$ cat src/rtl/fetch_pkg.sv
// -----------------------------------------------------------------------------
// fetch_pkg
// Shared definitions for the instruction fetch stage: FSM state encoding,
// bubble-counter type, default reset PC / bubble instruction, and a helper
// that word-aligns an address.
// -----------------------------------------------------------------------------
package fetch_pkg;

   // Fetch FSM: RUN fetches (or takes a one-cycle bubble), STALL burns the
   // remaining bubbles of a multi-cycle hazard.
   typedef enum logic {
      RUN   = 1'b0,
      STALL = 1'b1
   } fetch_state_e;

   // Remaining-bubble counter; hazard_cycles is 2 bits wide, so is this.
   typedef logic [1:0] stall_cnt_t;

   localparam logic [31:0] DEFAULT_RESET_PC = 32'h0000_0000;
   localparam logic [31:0] DEFAULT_NOP_INST = 32'h0000_0000;
   localparam logic [31:0] INST_BYTES       = 32'd4;

   // Instructions are word aligned, so redirect targets drop their low bits.
   function automatic logic [31:0] align_word(input logic [31:0] addr);
      return addr & ~32'd3;
   endfunction

endpackage : fetch_pkg

$ cat src/rtl/fetch_stall_ctr.sv
// -----------------------------------------------------------------------------
// fetch_stall_ctr
// Bubble counter used by the fetch FSM while stalled on a hazard.
//
// Ports:
//   clk       rising-edge clock
//   rst       synchronous active-high reset, clears the count
//   load      load load_val into the counter (wins over dec)
//   load_val  value to load (remaining bubbles after the current one)
//   dec       decrement the counter by one (saturates at zero)
//   last      high when exactly one bubble remains
// -----------------------------------------------------------------------------
module fetch_stall_ctr
   import fetch_pkg::*;
(
   input  logic       clk,
   input  logic       rst,
   input  logic       load,
   input  logic [1:0] load_val,
   input  logic       dec,
   output logic       last
);

   stall_cnt_t cnt;

   // NOTE: sequential state is written with non-blocking assignments so every
   // register samples the pre-edge values of its sources, regardless of the
   // order in which the simulator evaluates always_ff blocks.
   always_ff @(posedge clk) begin
      if (rst) begin
         cnt <= '0;
      end else if (load) begin
         cnt <= load_val;
      end else if (dec && (cnt != '0)) begin
         cnt <= cnt - 2'd1;
      end
   end

   assign last = (cnt == 2'd1);

endmodule : fetch_stall_ctr

$ cat src/rtl/fetch_unit.sv
// -----------------------------------------------------------------------------
// fetch_unit
// Instruction fetch stage: owns the PC, drives the instruction-memory address,
// and hands PC+4 plus the fetched word (or a bubble) to the IF/ID register.
// Redirects and decode-side hazards are handled here with priority
// rst > branch_taken > hazard > normal fetch.
//
// Parameters:
//   RESET_PC  PC loaded on reset
//   NOP_INST  bubble instruction emitted when no valid fetch occurs
//
// Ports:
//   clk            rising-edge clock
//   rst            synchronous active-high reset
//   imem_addr      instruction-memory address (= PC)
//   imem_data      instruction word returned combinationally for imem_addr
//   hazard         RAW hazard against the instruction being fetched
//   hazard_cycles  bubbles requested with hazard (0 = no stall)
//   branch_taken   redirect request
//   branch_target  redirect address (low two bits ignored)
//   PCAdd4         PC + 4 of the current fetch
//   Inst           fetched instruction or NOP_INST
//   fetch_valid    high when Inst is a real fetch
//   fetch_count    number of valid fetches since reset (wraps)
// -----------------------------------------------------------------------------
module fetch_unit
   import fetch_pkg::*;
#(
   parameter logic [31:0] RESET_PC = DEFAULT_RESET_PC,
   parameter logic [31:0] NOP_INST = DEFAULT_NOP_INST
) (
   input  logic        clk,
   input  logic        rst,
   output logic [31:0] imem_addr,
   input  logic [31:0] imem_data,
   input  logic        hazard,
   input  logic [1:0]  hazard_cycles,
   input  logic        branch_taken,
   input  logic [31:0] branch_target,
   output logic [31:0] PCAdd4,
   output logic [31:0] Inst,
   output logic        fetch_valid,
   output logic [31:0] fetch_count
);

   fetch_state_e state, next_state;
   logic [31:0]  pc, pc_next;
   logic         ctr_load, ctr_dec, ctr_last;
   logic [1:0]   ctr_load_val;

   fetch_stall_ctr u_stall_ctr (
      .clk      (clk),
      .rst      (rst),
      .load     (ctr_load),
      .load_val (ctr_load_val),
      .dec      (ctr_dec),
      .last     (ctr_last)
   );

   // Address and PC+4 come straight from the PC register; the adder wraps
   // naturally at 2^32.
   assign imem_addr = pc;
   assign PCAdd4    = pc + INST_BYTES;

   // NOTE: every signal driven here gets a default before any branching, so
   // no path leaves a value unassigned and no latch is inferred.
   always_comb begin
      next_state   = state;
      pc_next      = pc;
      Inst         = NOP_INST;
      fetch_valid  = 1'b0;
      ctr_load     = 1'b0;
      ctr_load_val = 2'd0;
      ctr_dec      = 1'b0;

      // While rst is high the defaults (bubble, hold) apply; the register
      // block overrides state, PC and count at the edge.
      if (!rst) begin
         if (branch_taken) begin
            // Redirect squashes whatever is fetched this cycle and cancels
            // any stall still in progress.
            pc_next      = align_word(branch_target);
            ctr_load     = 1'b1;
            ctr_load_val = 2'd0;
            next_state   = RUN;
         end else begin
            unique case (state)
               RUN: begin
                  if (hazard && (hazard_cycles != 2'd0)) begin
                     // This cycle is the first bubble; STALL covers the rest.
                     if (hazard_cycles != 2'd1) begin
                        ctr_load     = 1'b1;
                        ctr_load_val = hazard_cycles - 2'd1;
                        next_state   = STALL;
                     end
                  end else begin
                     Inst        = imem_data;
                     fetch_valid = 1'b1;
                     pc_next     = pc + INST_BYTES;
                  end
               end
               STALL: begin
                  // Hazard input is not re-examined while stalling.
                  ctr_dec = 1'b1;
                  if (ctr_last) begin
                     next_state = RUN;
                  end
               end
               default: next_state = RUN;
            endcase
         end
      end
   end

   always_ff @(posedge clk) begin
      if (rst) begin
         state       <= RUN;
         pc          <= RESET_PC;
         fetch_count <= '0;
      end else begin
         state <= next_state;
         pc    <= pc_next;
         if (fetch_valid) begin
            fetch_count <= fetch_count + 32'd1;
         end
      end
   end

endmodule : fetch_unit

$ cat config.mk
export PLATFORM = sky130hd
export DESIGN_NAME = fetch_unit
export DESIGN_NICKNAME = d
export VERILOG_FILES = /design/src/rtl/fetch_pkg.sv /design/src/rtl/fetch_stall_ctr.sv /design/src/rtl/fetch_unit.sv
export SDC_FILE = /design/constraint.sdc
export NUM_CORES = 1
export LEC_CHECK = 0
export CORE_ASPECT_RATIO = 0.7
export CORE_MARGIN = 2
export CORE_UTILIZATION = 43
export CTS_BUF_LIST = sky130_fd_sc_hd__clkbuf_4 sky130_fd_sc_hd__clkbuf_8
export DETAILED_ROUTE_END_ITERATION = 12
export GPL_TIMING_DRIVEN = 1
export PLACE_DENSITY = 0.95
export SLEW_MARGIN = 10
export SYNTH_ARGS = -nofsm -noshare
export SYNTH_HDL_FRONTEND = slang
export SYNTH_SLANG_ARGS = --single-unit
$ cat constraint.sdc
create_clock -name clk -period 3.8 [get_ports clk]
set_clock_uncertainty 0.2 [all_clocks]
set_input_delay 1.14 -clock clk [delete_from_list [all_inputs] [get_ports clk]]
set_output_delay 1.14 -clock clk [all_outputs]
set_load 0.005 [all_outputs]
==> results of run 1 <==
[per-layer routing]
layer / track usage [%] / vias up / routed length, um
met5: 0 / - / 0
met4: 8.89 / 0 / 539
met3: 8.33 / 82 / 2040
met2: 49.6 / 392 / 8100
met1: 39.1 / 2573 / 6840
li1: - / 2511 / -
[critical path, delay by kind of cell]
family,cells,cell delay (ns)
buffers and inverters,6,0.77
and+or+nand+nor,3,0.36
adders and majority gates,1,0.16
[repair_timing]
| item | in CTS | in global routing |
|---|---|---|
| gates cloned | 2 | 1 |
| endpoints found under the setup margin | 37 | 48 |
| hold buffers | 0 | 0 |
| pin swaps | 1 | 5 |
| setup buffers | 4 | 13 |
| resized for setup | 108 | 32 |
[worst max-delay path by stage]
| stage | from | endpoint |
|---|---|---|
| after detailed placement | hazard_cycles[0] | Inst[26] |
| after global placement | hazard_cycles[0] | Inst[24] |
| after CTS | imem_addr[4] | PCAdd4[15] |
| final | hazard_cycles[1] | Inst[1] |
| after floorplan | hazard_cycles[1] | Inst[10] |
| after global routing | imem_addr[12] | PCAdd4[28] |
[layout make-up]
class	count	area [um2]	area share, %
clock buffers	9	124	1.76
repair buffers	256	2430	34.6
inverters	18	67.6	0.962
clock inverters	7	103	1.46
flip-flops and latches	65	1310	18.6
well taps	128	160	2.28
multi-input cells	429	2830	40.3
[where the power goes]
part | switching (W) | leakage, nW | internal, W
Sequential | 0.0000406 | 0.533 | 0.000707
Combinational | 0.000170 | 2.10 | 0.000247
Clock | 0.000312 | 0.110 | 0.000376
Total | 0.000523 | 2.74 | 0.00133
[kinds of logic (layout without fill, tap and decap cells)]
| family | after synthesis | count (layout) | share of synthesized area, % |
|---|---|---|---|
| AOI/OAI and AO/OA | 94 | 94 | 15.4 |
| xor gates and xnor gates | 39 | 39 | 7.87 |
| adders and majority gates | 6 | 6 | 1.73 |
| buffers and inverters | 71 | 290 | 6.95 |
| DFF | 65 | 65 | 30.0 |
| muxes | 10 | 10 | 2.57 |
| other | 1 | 4 | 0.0864 |
| and+or+nand+nor | 276 | 276 | 35.5 |
[sequential cells by signal (all words and copies together) (netlist names)]
name and count:
state 1, u_stall_ctr.cnt 2, imem_addr 30, fetch_count 32
[synth_stat cells (all sizes together), types with 16 or more instances]
library cell and count:
nand2 26, buf 17, or4 18, nor2b 16, inv 18, a21oi 21
nand3 27, nor2 58, and3 44, nand4 24, nor4 17, xnor2 27
clkbuf 36, o31ai 17, dfxtp 65
[stage by stage]
step	setup slack, ns	power (W)	cell area (um2)	hold WS [ns]
after floorplan	0.154	0.000894	4350	0.277
after global placement	-0.498	0.00113	6580	0.270
after detailed placement	-0.501	0.00115	6580	0.296
after CTS	0.00851	0.00185	6840	0.308
after global routing	-0.0688	0.00192	7020	0.339
final	0.0235	0.00185	7020	0.308
==> results.md, run 1 <==
* Startpoint of the worst hold path: fetch_count[10]
* Final setup fails at 0
* CTS Buf Count at 9
* Register bit total from synthesis at 65
* # Max-Cap Violations at 0
* Fin. Hold Viols at 0
* First-pass GRT wire length at roughly 26,000 um
* Post-Syn Area per Cell at 7.72 um2
* Clock transition at path regs at about 0.080 ns
* Primary FF master, synth: dfxtp_1
* Worst Hold End: fetch_count[10]
* Finished Layout Cells at between 900 and 1,000
* VDD IR-drop max at 0.164 mV
* GPL Wtd Cong at slightly below 0.9
* Cells after synthesis at roughly 560
* Hpwl dp at roughly 12,000 um
* Area growth syn-to-layout at 61.7%
* R2R Path End: imem_addr[28]
* WP data arrival at between 2 and 2.5 ns
* Hold path depth at 2
* CP Data Required Time at 2.46 ns
* Number of buffers added on ports at about 190
* Drt initial violations at about 640
* Post-synth ARST share at 0%
* Setup slack, reg-to-reg at 1.19 ns
* CORE AREA at roughly 9800 um2
* Worst slew pin tran at about 0.95 ns
* Sum Neg Setup Slack at 0 ns
* Initial antenna violation count at 0
* Clock Sinks at 65
* Worst Hold Class: flip-flop to flip-flop
* Critical R2R Launch: imem_addr[12]
* Startpoint Class: input port
* Drt pass-1 iters at 6
* Post-Syn Area at ~4300 um2
* Post-DR wirelength/cell at just under 20 um
* Slew headroom at 36.8%
* Post-layout util at 71.9%
* H-tree Lvls at 3
* Die Width at 124 um
* Placed cell count at approximately 880
* Status: completed
* Post-synth EDFFs at 0
* # nets final at 855
* Crit-path max cell delay at between 0.15 and 0.2 ns
* Root Buffer Master: clkbuf_8
* Main area contributors after synthesis: dfxtp_1 30%, and3_1 6.3%, xnor2_1 5.4%
* Crit end category: primary output
* Fmax at approximately 260 MHz
* Crit-path max FO at 9
* Starting density of the core at 44.5%
* Register area share after synthesis at 30.0%
* Most common cell after layout, fill and taps aside: clkdlybuf4s50_1
* Via count at ~5,600
* Post-synth top area share at between 20% and 30%
* Vias in the first global route at between 5,000 and 6,000
* Total gr overflow at 0
* Power Density at 264 nW/um2
* Period utilization at between 90% and 100%
* Cell count of the worst reg-to-reg path at 6
* Max Buffers Root-to-Sink at 2
* Global-route usage over all layers at between 30% and 40%
* IO Count at just under 200
* Commonest cells after routing, fill and taps aside: 152 x clkdlybuf4s50_1, 60 x dfxtp_1, 57 x nor2_1
* Inserted Diodes at 0
* Ratio of cells with drive above 1 in the final layout at ~17%
* Leading area contributor after synthesis: dfxtp_1
* Kind of critical path: input port to primary output
* DRC Markers at 0
* Slew Viols, Final at 0
* Critical path cell sequence: clkdlybuf4s15_2 -> inv_2 -> ha_4 -> nor2b_4 -> nor2_4 -> buf_12 -> buf_4 -> buf_12 -> and3_1 -> buf_2
* Die Y at a little under 90 um
* Die area at ~11,000 um2
* LEAKAGE at ~2.7 nW
* CTS tree: yes
* Slowest-stage cell, CP: clkdlybuf4s15_2
* Distinct cells, synth at just under 50
* Antenna viol nets, final at 0
* Via-per-instance ratio at about 6
* Synthesis Warnings at 0
* RSZ-0062 raised after global routing: true
* Most used cell, CP: buf_12
* Fillers at approximately 670
* Post-layout min period at ~3.8 ns
* Pin count of the biggest net entering global routing at 47
* Routed WL at 17,500 um
* Rows at 30
* Skew-Pair Late Insertion Delay at 0.36 ns
Note: power is estimated with default switching activity, not from simulation.
==> run 2: changes to the inputs <==
CORE_UTILIZATION = 42   (was 43)
CTS_BUF_LIST = not set   (was sky130_fd_sc_hd__clkbuf_4 sky130_fd_sc_hd__clkbuf_8)
PLACE_DENSITY = 0.93   (was 0.95)
==> run 2 against run 1 <==
Against the previous run:
- flip-flop and latch count is the same
- wire length shrank 1.7%
- non-clock buffer count shrank 8
- maximum frequency increased by 1.5%
- cell count shrank 0.44%
- die area is 2.3% higher
- core utilization decreased by 2.9 points
- sequential share of layout area about the same
- count of clock-buffer cells in the layout stayed put
- combinational power is 2% lower
- critical path type is now flip-flop to primary output
- largest power group is now clock
- highest routed layer unchanged
==> results.md, run 2 (same netlist as run 1, synthesis figures left out) <==
* Fillers at between 700 and 800
* Critical R2R Launch: imem_addr[17]
* Starting density of the core at between 40 and 50%
* Startpoint Class: flip-flop
* Initial antenna violation count at 1
* CTS Buf Count at 9
* Vias in the first global route at around 5,200
* Number of buffers added on ports at roughly 190
* Crit path to: PCAdd4[23]
* CTS hold repair buffers at 0
* Skew-Pair Late Insertion Delay at roughly 0.33 ns
* Kind of critical path: flip-flop to primary output
* # Max-Cap Violations at 0
* Global-route usage over all layers at between 20 and 30%
* CORE AREA at 10,200 um2
* Period utilization at 97.9%
* Rows at 31
* Clock transition at path regs at approximately 0.060 ns
* Drt initial violations at 555
* WP data arrival at about 2.4 ns
* CP Data Required Time at 2.46 ns
* First-pass GRT wire length at 26,500 um
* Slew headroom at a little over a third
* Worst Hold Class: flip-flop to flip-flop
* Crit-path max cell delay at approximately 0.56 ns
* Ratio of cells with drive above 1 in the final layout at roughly 16%
* Clock Sinks at 65
* Crit. Startpoint: imem_addr[17]
* Status: completed
* Die Width at ~130 um
* Final setup fails at 0
* Most common cell after layout, fill and taps aside: clkdlybuf4s50_1
* GPL Wtd Cong at between 0.9 and 1
* Fin. Hold Viols at 0
* Max Buffers Root-to-Sink at 2
* Root Buffer Master: clkbuf_16
* Pin count of the biggest net entering global routing at 39
* Cell Area, Placed at ~6600 um2
* R2R Path End: imem_addr[23]
* Finished layout cell area at 7050 um2
* Drt pass-1 iters at 7
* Largest Register: fetch_count
* DRC Markers at 0
* Slowest-stage cell, CP: or4_4
* # nets final at about 850
* Post-DR wirelength/cell at 19.0 um
* Die area at about 11,000 um2
* Routed WL at about 17,000 um
* CTS tree: yes
* LEAKAGE at between 2 and 3 nW
* Crit-path max FO at 8
* Critical path cell sequence: nand4_1 -> or4_4 -> nor2_2 -> xor2_1 -> clkdlybuf4s50_1
* Hpwl dp at about 12,000 um
* Via count at approximately 5,500
* Inserted Diodes at 0
* Worst slew pin tran at 0.952 ns
* Via-per-instance ratio at ~6
* Setup slack, reg-to-reg at 1.20 ns
* Power Density at 294 nW/um2
* Commonest cells after routing, fill and taps aside: 151 x clkdlybuf4s50_1, 59 x dfxtp_1, 55 x nor2_1
* FF/Latch Area at between 1000 and 1500 um2
* VDD IR-drop max at approximately 0.22 mV
* Die Y at 89.1 um
* Antenna viol nets, final at 0
* Fmax at ~270 MHz
* Max reg flops at 32
* IO Count at approximately 200
* Area of the multi-input gates at around 2800 um2
* Area growth syn-to-layout at 62.3%
* H-tree Lvls at 3
* Post-layout util at roughly 70%
* Cell count of the worst reg-to-reg path at 6
* Total gr overflow at 0
* Post-layout min period at about 3.7 ns
* Slew Viols, Final at 0
* Crit end category: primary output
## run 2: changes by cell type in the layout (fill, tap and decap cells not counted), sizes merged
| cell | previous run | this run |
|---|---|---|
| clkdlybuf4s15 | 16 | 3 |
| dlymetal6s2s | 3 | 4 |
| clkdlybuf4s50 | 152 | 151 |
| buf | 83 | 74 |
| dlygate4sd2 | 2 | 16 |
## run 2: area by class of cell
class	count	area share, %
Multi-Input combinational cell	429	40.1
Clock buffer	9	3.20
Tap cell	132	2.34
Clock inverter	7	1.46
Timing Repair Buffer	248	33.4
Inverter	18	0.959
Sequential cell	65	18.6
## run 2: per-layer routing
metal	vias to the layer above	GRT usage [%]	wire length [um]
li1	2501	-	-
met1	2616	39.0	7300
met2	319	48.4	8000
met3	34	7.84	1690
met4	0	6.46	234
met5	-	0	0
## run 2: power breakdown
group          internal [W]  switching, W
clock              0.000581      0.000331
sequential         0.000708     0.0000416
combinational      0.000240      0.000168
## run 2: per-stage QoR
stage | hold WS, ns | worst slack, ns | cells | total power [W] | TNS, ns
finish | 0.304 | 0.0794 | 908 | 0.00207 | 0
global route | 0.330 | -0.0824 | 908 | 0.00214 | -0.155
CTS | 0.303 | 0.00845 | 901 | 0.00207 | 0
detailed placement | 0.294 | -0.483 | 876 | 0.00114 | -15.15
global placement | 0.271 | -0.491 | 876 | 0.00113 | -15.49
floorplan | 0.277 | 0.154 | 565 | 0.000894 | 0
## run 2: how the worst min path moves through the flow
stage / slack [ns] / depth (start not counted) / endpoint / startpoint
finish: 0.30 / 2 / fetch_count[10] / fetch_count[10]
global route: 0.33 / 2 / fetch_count[21] / fetch_count[21]
CTS: 0.30 / 2 / fetch_count[21] / fetch_count[21]
detailed placement: 0.29 / 2 / fetch_count[21] / fetch_count[21]
global placement: 0.27 / 2 / fetch_count[21] / fetch_count[21]
floorplan: 0.28 / 2 / fetch_count[21] / fetch_count[21]
## run 2: repair_timing
item                       4_1_cts  5_1_grt
gates resized for setup        108       18
cloned                           2        1
pin swaps                        3        4
setup endpoints to repair       40       45
buffers inserted                 7        7
## run 2: worst max-delay path: cells and delay by family, from the launching register on
family / cells / cell delay, ns
AND/OR/NAND/NOR: 3 / 0.95
buffers and inverters: 1 / 0.53
flip-flops: 1 / 0.40
XOR/XNOR: 1 / 0.17
